===== src/rtl/risc_pkg.sv =====
// Shared definitions for the accumulator CPU: widths, opcodes, phase encodings
// and the per-phase control word.
package risc_pkg;

  localparam int AWIDTH = 5;
  localparam int DWIDTH = 8;

  localparam logic [2:0] HLT = 3'd0;
  localparam logic [2:0] SKZ = 3'd1;
  localparam logic [2:0] ADD = 3'd2;
  localparam logic [2:0] AND = 3'd3;
  localparam logic [2:0] XOR = 3'd4;
  localparam logic [2:0] LDA = 3'd5;
  localparam logic [2:0] STO = 3'd6;
  localparam logic [2:0] JMP = 3'd7;

  typedef enum logic [2:0] {
    INST_ADDR  = 3'd0,
    INST_FETCH = 3'd1,
    INST_LOAD  = 3'd2,
    IDLE       = 3'd3,
    OP_ADDR    = 3'd4,
    OP_FETCH   = 3'd5,
    ALU_OP     = 3'd6,
    STORE      = 3'd7
  } phase_t;

  typedef struct packed {
    logic sel;
    logic rd;
    logic ld_ir;
    logic inc_pc;
    logic ld_pc;
    logic ld_ac;
    logic wr;
    logic data_e;
  } ctrl_t;

  // Opcodes that read an operand from memory into the accumulator path.
  function automatic logic is_alu(input logic [2:0] op);
    return (op == ADD) || (op == AND) || (op == XOR) || (op == LDA);
  endfunction

  function automatic phase_t next_phase(input phase_t p);
    case (p)
      INST_ADDR:  return INST_FETCH;
      INST_FETCH: return INST_LOAD;
      INST_LOAD:  return IDLE;
      IDLE:       return OP_ADDR;
      OP_ADDR:    return OP_FETCH;
      OP_FETCH:   return ALU_OP;
      ALU_OP:     return STORE;
      default:    return INST_ADDR;
    endcase
  endfunction

endpackage


===== src/rtl/risc_memory.sv =====
// Unified program/data memory: synchronous write, combinational read.
module risc_memory #(
  parameter int AWIDTH = risc_pkg::AWIDTH,
  parameter int DWIDTH = risc_pkg::DWIDTH
) (
  input  logic              clk,
  input  logic [AWIDTH-1:0] addr,
  input  logic              rd,
  input  logic              wr,
  input  logic [DWIDTH-1:0] wdata,
  output logic [DWIDTH-1:0] rdata
);

  logic [DWIDTH-1:0] array [0:(1<<AWIDTH)-1];

  always_ff @(posedge clk) begin
    if (wr) array[addr] <= wdata;
  end

  assign rdata = rd ? array[addr] : '0;

endmodule


===== src/rtl/risc_cpu.sv =====
// 8-bit accumulator CPU; every instruction walks the same eight phases, with
// controller, ALU, PC and address mux kept inline around the memory.
module risc_cpu #(
  parameter int AWIDTH = risc_pkg::AWIDTH,
  parameter int DWIDTH = risc_pkg::DWIDTH
) (
  input  logic clk,
  input  logic rst,
  output logic halt
);

  import risc_pkg::*;

  logic [AWIDTH-1:0] pc;
  logic [DWIDTH-1:0] ir;
  logic [DWIDTH-1:0] acc;
  phase_t            phase;
  ctrl_t             ctrl;

  logic [2:0]        opcode;
  logic [AWIDTH-1:0] operand;
  logic [AWIDTH-1:0] addr;
  logic [DWIDTH-1:0] mem_data;
  logic [DWIDTH-1:0] wdata;
  logic [DWIDTH-1:0] alu_out;
  logic              zero;
  logic              is_hlt;
  logic              wr_en;

  assign opcode  = ir[DWIDTH-1 -: 3];
  assign operand = ir[AWIDTH-1:0];
  assign zero    = (acc == '0);
  assign is_hlt  = (opcode == HLT);
  assign addr    = ctrl.sel ? pc : operand;
  assign wdata   = ctrl.data_e ? acc : '0;
  // A reset landing on the STORE edge must not let the write through.
  assign wr_en   = ctrl.wr & rst;

  always_comb begin
    ctrl = '0;
    case (phase)
      INST_ADDR:  ctrl.sel = 1'b1;
      INST_FETCH: begin
        ctrl.sel = 1'b1;
        ctrl.rd  = 1'b1;
      end
      INST_LOAD, IDLE: begin
        ctrl.sel   = 1'b1;
        ctrl.rd    = 1'b1;
        ctrl.ld_ir = 1'b1;
      end
      OP_ADDR:  ctrl.inc_pc = !is_hlt;
      OP_FETCH: ctrl.rd     = is_alu(opcode);
      ALU_OP: begin
        ctrl.rd     = is_alu(opcode);
        ctrl.inc_pc = (opcode == SKZ) && zero;
        ctrl.ld_pc  = (opcode == JMP);
        ctrl.data_e = (opcode == STO);
      end
      STORE: begin
        ctrl.rd     = is_alu(opcode);
        ctrl.ld_ac  = is_alu(opcode);
        ctrl.ld_pc  = (opcode == JMP);
        ctrl.wr     = (opcode == STO);
        ctrl.data_e = (opcode == STO);
      end
      default: ctrl = '0;
    endcase
  end

  always_comb begin
    alu_out = acc;
    case (opcode)
      ADD:     alu_out = acc + mem_data;
      AND:     alu_out = acc & mem_data;
      XOR:     alu_out = acc ^ mem_data;
      LDA:     alu_out = mem_data;
      default: alu_out = acc;
    endcase
  end

  // Halting parks the sequencer in OP_ADDR with every load disabled.
  always_ff @(posedge clk) begin
    if (!rst) begin
      pc    <= '0;
      ir    <= '0;
      acc   <= '0;
      phase <= INST_ADDR;
      halt  <= 1'b0;
    end else begin
      if (!(phase == OP_ADDR && is_hlt)) phase <= next_phase(phase);
      halt <= ((phase == IDLE) || (phase == OP_ADDR)) && is_hlt;
      if (ctrl.ld_ir) ir <= mem_data;
      if (ctrl.ld_pc)       pc <= operand;
      else if (ctrl.inc_pc) pc <= pc + 1'b1;
      if (ctrl.ld_ac) acc <= alu_out;
    end
  end

  risc_memory #(
    .AWIDTH(AWIDTH),
    .DWIDTH(DWIDTH)
  ) memory_inst (
    .clk   (clk),
    .addr  (addr),
    .rd    (ctrl.rd),
    .wr    (wr_en),
    .wdata (wdata),
    .rdata (mem_data)
  );

endmodule


===== config.mk =====
export PLATFORM = sky130hd
export DESIGN_NAME = risc_cpu
export DESIGN_NICKNAME = d
export VERILOG_FILES = /design/src/rtl/risc_pkg.sv /design/src/rtl/risc_memory.sv /design/src/rtl/risc_cpu.sv
export SDC_FILE = /design/constraint.sdc
export NUM_CORES = 1
export LEC_CHECK = 0
export CAP_MARGIN = 15
export CORE_MARGIN = 1
export CORE_UTILIZATION = 55
export CTS_BUF_LIST = sky130_fd_sc_hd__clkbuf_4 sky130_fd_sc_hd__clkbuf_8 sky130_fd_sc_hd__clkbuf_16
export CTS_CLUSTER_SIZE = 16
export DETAILED_ROUTE_END_ITERATION = 6
export PLACE_DENSITY_LB_ADDON = 0.08
export REMOVE_ABC_BUFFERS = 1
export SLEW_MARGIN = 40
export SYNTH_ARGS = -nofsm -noshare
export SYNTH_HDL_FRONTEND = slang
export SYNTH_SLANG_ARGS = --single-unit
export TNS_END_PERCENT = 20

===== constraint.sdc =====
create_clock -name clk -period 8.1 [get_ports clk]
set_clock_uncertainty 0.05 [all_clocks]
set_input_delay 1.62 -clock clk [delete_from_list [all_inputs] [get_ports clk]]
set_output_delay 1.62 -clock clk [all_outputs]
set_load 0.02 [all_outputs]

==> flow_metrics.py, run 1 <==
metrics = {
    "status": {
        "status": "finished clean",
    },
    "pwr": {
        "ir_worst_vdd_uv": 190.0,
        "p_per_area_nw_per_um2": 225.4,
        "power_leakage_nw": 4.757,
    },
    "place": {
        "hpwl_um": 17500,
        "gp_congestion": 0.9270,
        "placement.io_buffers": 2,
        "dpl-instance-area_um2": 12180,
    },
    "synth": {
        "synth_cell_types": 69,
        "synthMuxAreaShare_pct": 11.76,
        "synth_area_leaders": "edfxtp_1 (64%), mux4_2 (7.9%), dfxtp_1 (4.2%)",
        "synth_compound_area_share_pct": 7.692,
        "ys_warn_count": 0,
        "synth_top_family_by_area": "multiplexers",
        "synth_edf_count": 256,
        "async_reset_ff_share_pct": 0,
        "synth.cell_area_um2": 11960,
        "synthXorXnorAreaFrac_pct": 0.7326,
        "syn_inst": 768,
        "synth_top_cell_by_area": "edfxtp_1",
        "synth_top_area_share_pct": 64.30,
        "ys_ff_latch": 281,
        "ys_seq_area_share_pct": 68.49,
        "synthFlopType": "edfxtp_1",
        "synth_fa_ha_area_share_pct": 0.7117,
        "avgSynthCellArea_um2": 15.57,
        "synthSimpleGateAreaFrac_pct": 8.163,
    },
    "die": {
        "start_util_pct": 56.52,
        "fp.dieW_um": 149.4,
        "die_h_um": 149.4,
        "core-area_um2": 21150,
        "io_pins": 3,
        "std_cell_rows": 53,
        "die_area_um2": 22330,
    },
    "cells_and_area": {
        "final_common_cell": "edfxtp_1",
        "diodes": 0,
        "drive_gt1_share_pct": 16.14,
        "syn2layout_area_growth_pct": 10.05,
        "fin_nets": 779,
        "layout_common_cells": "edfxtp_1 (256), nand2_1 (70), nor2_1 (52)",
        "fillers": 1527,
        "fin_area_um2": 13160,
    },
    "timing": {
        "slew_headroom_pct": 44.48,
        "period_share_pct": 64.79,
        "finalSetupViolCount": 0,
        "maxSlewViolCount": 0,
        "rsz0062_at_grt": "false",
        "period_needed_ns": 5.248,
        "worst_pin_slew_ns": 0.8297,
        "max_freq_ghz": 0.1906,
        "hold_violations": 0,
        "fin_setup_tns_ns": 0,
    },
    "cts": {
        "htree_levels": 1,
        "clk_path_buf_depth": 3,
        "ctsHoldBuffers": 0,
        "cts_setup_buffers": 0,
        "cts-resized-gates": 0,
        "clk_pin_slew_ns": 0.06,
        "cts_made_buffers": 29,
        "clk_latency_ns": 0.56,
        "root_buffer": "clkbuf_16",
        "numClockSinks": 281,
        "cts_tree": "built",
    },
    "critical_path": {
        "cp.arrival_ns": 5.64,
        "crit_path_max_fanout": 33,
        "start_kind": "register",
        "cp.required_ns": 8.50,
        "cp-end-kind": "register",
        "crit_type": "reg2reg",
    },
    "detailed_routing": {
        "final_antenna_net_count": 0,
        "avgViaCountPerCell": 6.559,
        "drtIter0Drc": 732,
        "post_drt_wl_per_cell_um": 25.95,
        "firstDrtPassIters": 5,
        "drc": 0,
        "drt-total-wl_um": 27710,
        "vias": 7005,
    },
    "global_routing": {
        "top_usage_layer": "met2",
        "grt_pass1_vias": 6943,
        "grt.met2_usage_pct": 40.93,
        "grt_antenna_before_repair": 0,
        "gr-total-overflow": 0,
        "grt_pass1_wl_um": 43010,
        "grt_max_degree": 52,
        "use_met3_pct": 3.323,
        "grt_use_met1_pct": 38.46,
        "grt_usage_pct": 26.31,
    },
    "flow_run": {
        "max_cap_viol_count": 0,
    },
    "worst_hold_path": {
        "min_path_type": "reg2reg",
    },
}
==> cells in the mapped netlist, types with 13 or more instances <==
cell type and instances:
dfxtp_1 25, o21ai_0 20, inv_1 14, nor2_1 62, mux2i_1 19, nand2_1 70, nand3_1 13, edfxtp_1 256
clkbuf_1 20, o22ai_1 18, a21oi_1 33, mux4_2 42
==> cell families after synthesis <==
family | Yosys count
AND/OR/NAND/NOR | 205
buffers and inverters | 56
XOR/XNOR | 10
flip-flops | 281
multiplexers | 74
adder cells (fa/ha/maj) | 7
AO/OA/AOI/OAI | 135
==> worst paths after layout <==
kind	startpoint	endpoint	slack, ns	depth (start not counted)
worst max-delay path	phase[2]	acc[6]	2.85	15
worst min-delay path	ir[0]	ir[0]	0.46	2
worst max register to register	phase[2]	acc[6]	2.85	15
worst min register to register	ir[0]	ir[0]	0.46	2
==> power by group <==
part	switching (mW)	internal [mW]	total [mW]
logic	0.0510	0.0276	0.0786
clock network	0.545	0.764	1.31
registers	0.0159	1.56	1.58
total	0.612	2.35	2.97
==> stage by stage <==
step / utilization, % / hold slack (ns) / worst slack (ns) / cells / power (mW)
after floorplan: - / 0.4089 / 3.739 / 727 / 1.657
after global placement: 57.53 / 0.4338 / 2.881 / 1015 / 1.684
after detailed placement: 57.58 / 0.4464 / 2.670 / 1015 / 1.686
after CTS: 62.01 / 0.4543 / 2.659 / 1068 / 2.976
after global routing: 62.19 / 0.4986 / 2.481 / 1068 / 3.041
final: 62.19 / 0.4564 / 2.852 / 1068 / 2.966
==> area by class of cell <==
cell class | instances | area, um^2 | area share [%]
tap | 275 | 344.1 | 2.615
inverter | 15 | 56.30 | 0.4280
multi-input combinational | 431 | 3528 | 26.82
timing repair buffer | 13 | 102.6 | 0.7798
sequential | 281 | 8188 | 62.23
clock buffer | 33 | 755.7 | 5.744
clock inverter | 20 | 181.4 | 1.379
==> metal layers <==
layer	share of wire [%]	up-vias
li1	-	3077
met1	43	3566
met2	47	311
met3	7.0	51
met4	3.3	0
met5	0	-
==> critical path, stage by stage, from the launching register on <==
cell	delay [ns]
dfxtp_1	0.77
mux2_4	0.65
buf_4	0.60
mux4_2	0.34
o22a_1	0.18
o21ai_0	0.14
nor4_1	0.53
ha_1	0.37
ha_1	0.20
a21oi_1	0.07
o41ai_1	0.10
maj3_1	0.33
o221ai_1	0.15
a221o_1	0.34
a31oi_1	0.17
nor2_1	0.05
==> state kept, by name (all words and copies together) (netlist names) <==
register / flops
acc: 8
halt: 1
ir: 8
memory_inst.array: 256
pc: 5
phase: 3
(Power assumes the default switching activity.)
==> run 2: changes to the inputs <==
clock period = 5.24 ns   (was 8.1 ns; I/O delays follow)
==> run 2 against run 1 <==
Net effect: combinational power grew 59%; final cell count grew 0.47%; fmax grew 13%; largest power group unchanged; worst hold slack lost 0.0033 ns.
==> flow_metrics.py, run 2 (synthesized netlist as in run 1, its figures left out) <==
metrics = {
    "die": {
        "start_util_pct": 56.52,
        "std_cell_rows": 53,
        "core-area_um2": 21150,
        "io_pins": 3,
        "die_area_um2": 22330,
        "die_h_um": 149.4,
        "fp.dieW_um": 149.4,
    },
    "worst_hold_path": {
        "hold_end": "acc[0]",
        "hp-start": "acc[0]",
        "worstHoldPathCells": 2,
        "min_path_type": "reg2reg",
    },
    "timing": {
        "worst_pin_slew_ns": 0.8124,
        "period_share_pct": 88.77,
        "maxSlewViolCount": 0,
        "rsz0062_at_grt": "false",
        "fin_setup_tns_ns": 0,
        "hold_violations": 0,
        "period_needed_ns": 4.651,
        "finalSetupViolCount": 0,
        "slew_headroom_pct": 45.64,
        "max_freq_ghz": 0.2150,
    },
    "place": {
        "dpl-instance-area_um2": 12220,
        "gp_congestion": 0.9764,
        "hpwl_um": 17910,
        "placement.io_buffers": 2,
    },
    "detailed_routing": {
        "drtIter0Drc": 741,
        "post_drt_wl_per_cell_um": 26.10,
        "vias": 7046,
        "drt-total-wl_um": 28000,
        "firstDrtPassIters": 5,
        "avgViaCountPerCell": 6.567,
        "final_antenna_net_count": 0,
        "drc": 0,
    },
    "cells_and_area": {
        "final_util_pct": 62.58,
        "drive_gt1_share_pct": 16.92,
        "fin_area_um2": 13240,
        "diodes": 0,
        "fin_nets": 785,
        "layout_common_cells": "edfxtp_1 (256), nand2_1 (70), nor2_1 (53)",
        "syn2layout_area_growth_pct": 10.73,
        "largest_reg_flops": 256,
        "regMostFlops": "memory_inst.array",
        "final_common_cell": "edfxtp_1",
        "biggestRegsByFlops": "memory_inst.array x256, acc x8, ir x8",
    },
    "status": {
        "status": "finished clean",
    },
    "critical_path": {
        "critical_path.most_common_cell": "o21ai_0",
        "rrSetupSlack_ns": 0.59,
        "r2r_start": "phase[2]",
        "crit_slowest_cell": "nor4_1",
        "crit_path_max_incr_delay_ns": 0.62,
        "crit_chain": "buf_4, mux2_8, mux4_2, o22a_1, o21ai_0, nor4_1, ha_1, nand2_1, o41ai_1, maj3_1, o21ai_0, a221o_1, a31oi_1, nor2_1",
        "cp.required_ns": 5.64,
        "crit_path_max_fanout": 58,
        "cp-end-kind": "register",
        "cp.arrival_ns": 5.05,
        "start_kind": "register",
        "rr_endpoint": "acc[6]",
        "r2r_cells": 14,
        "crit_type": "reg2reg",
    },
    "cts": {
        "clk_latency_ns": 0.56,
        "htree_levels": 1,
        "clk_path_buf_depth": 3,
        "ctsHoldBuffers": 0,
        "root_buffer": "clkbuf_16",
        "clk_pin_slew_ns": 0.06,
        "cts_setup_buffers": 0,
        "cts-resized-gates": 0,
        "cts_made_buffers": 29,
        "numClockSinks": 281,
        "cts_tree": "built",
    },
    "global_routing": {
        "grt_pass1_vias": 6815,
        "grt_usage_pct": 26.16,
        "gr-total-overflow": 0,
        "grt_antenna_before_repair": 1,
        "grt_max_degree": 59,
        "grt_pass1_wl_um": 42570,
    },
    "pwr": {
        "p_per_area_nw_per_um2": 350.7,
        "p_total_mw": 4.643,
        "power_leakage_nw": 4.806,
        "ir_worst_vdd_uv": 293.0,
    },
    "flow_run": {
        "max_cap_viol_count": 0,
    },
}
==> run 2: where the power goes <==
group	internal [mW]	switching (mW)
Sequential	2.42	0.0237
Clock	1.23	0.846
Combinational	0.0448	0.0805
Total	3.69	0.950
==> run 2: worst max-delay path, delay by kind of cell (launching register included) <==
family	cells	cell delay, ns
buffers and inverters	1	0.25
AOI/OAI and AO/OA	6	1.37
DFF	1	0.54
and+or+nand+nor	3	0.76
muxes	2	0.88
adders and majority gates	2	0.70
==> run 2: layout make-up <==
cell class,instances,area (um^2)
inverter,15,56.30
multi-input combinational,431,3538
clock inverter,19,207.7
timing repair buffer,19,147.6
clock buffer,33,755.7
tap,275,344.1
fill,1523,7916
sequential,281,8188
==> run 2: layer usage <==
| layer | track usage, % | part of all wire (%) | wire length (um) | vias up |
|---|---|---|---|---|
| li1 | - | - | - | 3093 |
| met1 | 37.49 | 41 | 11470 | 3565 |
| met2 | 41.55 | 48 | 13510 | 317 |
| met3 | 4.604 | 7.7 | 2166 | 71 |
| met4 | 7.245 | 3.1 | 856 | 0 |
| met5 | 0 | 0 | 0 | - |
==> run 2: how the worst max path moves through the flow <==
stage | cells past startpoint | to | startpoint
floorplan | 13 | acc[4] | phase[2]
global placement | 14 | acc[6] | phase[2]
detailed placement | 14 | acc[6] | phase[2]
CTS | 14 | acc[6] | phase[2]
global route | 14 | acc[6] | phase[2]
finish | 14 | acc[6] | phase[2]
==> run 2: stage by stage <==
| stage | setup WS (ns) | hold WS (ns) | instances |
|---|---|---|---|
| 2_1_floorplan | 0.8793 | 0.4089 | 727 |
| 3_3_place_gp | 0.7273 | 0.4335 | 1021 |
| 3_5_place_dp | 0.6084 | 0.4375 | 1021 |
| 4_1_cts | 0.5078 | 0.4484 | 1073 |
| 5_1_grt | 0.3797 | 0.4941 | 1073 |
| 6_report | 0.5886 | 0.4531 | 1073 |
==> RTL edit (settings of run 2) <==
`AWIDTH`: 5 -> 4.
--- a/src/rtl/risc_pkg.sv
+++ b/src/rtl/risc_pkg.sv
@@ -2,7 +2,7 @@
 // and the per-phase control word.
 package risc_pkg;
 
-  localparam int AWIDTH = 5;
+  localparam int AWIDTH = 4;
   localparam int DWIDTH = 8;
 
   localparam logic [2:0] HLT = 3'd0;
Behaviour: no difference found for any inputs over 10 cycles, from zero or initial values and one cycle with rst low; that may be too few to reach the edited logic, so the function may still have changed.
==> RTL edit against run 2 <==
Critical endpoint is now acc[7]$_SDFFE_PN0P_; routed wire length shrank 44%; final area shrank 43%; critical path depth shrank 3; synthesized area shrank 43%; count of clock-buffer cells in the layout shrank 16; critical path type unchanged; sequential power shrank 46%; sequential cell count shrank 130; power shrank 45%; synthesized cell count shrank 36%; hold slack gained 0.0082 ns; setup slack gained 0.51 ns.
==> RTL edit: results (changes against run 2) <==
Logic synthesis
  • Average cell area after synthesis: 14.0 um^2 (-9.8%)
  • Portion of netlist area occupied by mux cells: 11.2% (-0.57 points)
  • Synthesized-area fraction occupied by adder cells: 1.57% (+0.86 points)
  • Synth top cells by count: sky130_fd_sc_hd__edfxtp_1, sky130_fd_sc_hd__nor2_1, sky130_fd_sc_hd__nand2_1

Route
  • Initial DRC Count: 450 (-39%)
  • Vias post-DR: 4300 (-39%)
  • Wire length per cell: 23.3 um (-11%)
  • Met1 WL: 6470 um (-44%)
  • Average via count per standard cell: 6.40 (-2.6%)

GRT
  • Global routing met1 resource utilization: 34.5% (-3.0 points)
  • First-pass GRT wire length: 24400 um (-43%)
  • Met2 GRT Util: 43.0% (+1.4 points)
  • Initial antenna violation count: 0 (-1)
  • Met3 Resource Use GR: 5.42% (+0.82 points)
  • Global-route total usage across every layer: 26.5% (+0.30 points)

CTS
  • Max Buffers Root-to-Sink: 2 (-1)
  • Total clock buffers created by CTS: 17 (-41%)
  • Clock latency on the worst-skew pair: 0.42 ns (-0.14 ns)

Pwr
  • Sequential Power Share: 51.2% (-1.3 points)
  • Power after layout: 2.56 mW (-45%)
  • Switching power: 0.578 mW (-39%)

Run status
  • Outcome: completed

Setup path
  • Worst-case register-to-register setup slack: 1.10 ns (+0.51 ns)
  • Crit path max fanout: 25 (-57%)
  • Data arrival at the endpoint of the critical path: 4.40 ns (-0.65 ns)

STA
  • Final clock period utilization by the worst path: 79.1% (-9.7 points)
  • Max transition margin: 46.2% (+0.60 points)
  • Worst hold-check slack: 0.461 ns (+0.00819 ns)

Layout
  • Layout net count: 502 (-36%)
  • Final-layout fill cell count: 903 (-41%)
  • Ratio of cells with drive above 1 in the final layout: 18.1% (+1.1 points)

Place
  • Final weighted congestion in routability-driven placement: 0.889 (-9.0%)
  • Total placed cells including tap cells: 641 (-37%)
  • Placed wire-length estimate: 10300 um (-42%)
## RTL edit: cell types whose count changed after synthesis, moves of 6 or more
cell and change:
sky130_fd_sc_hd__o21ai_0 -10, sky130_fd_sc_hd__mux4_1 -8, sky130_fd_sc_hd__a21oi_1 -10, sky130_fd_sc_hd__o221ai_1 -6, sky130_fd_sc_hd__nor2_1 -23, sky130_fd_sc_hd__clkbuf_1 -7
sky130_fd_sc_hd__edfxtp_1 -128, sky130_fd_sc_hd__o22a_1 -9, sky130_fd_sc_hd__mux4_2 -17, sky130_fd_sc_hd__a21o_1 +12, sky130_fd_sc_hd__nand3_1 -6, sky130_fd_sc_hd__nand2_1 -37
## RTL edit: layout make-up
class / count / area share [%]
clock buffer: 17 / 5.59
tap: 168 / 2.76
timing repair buffer: 8 / 0.855
sequential: 151 / 56.6
multi-input combinational: 303 / 32.0
inverter: 11 / 0.543
clock inverter: 14 / 1.63
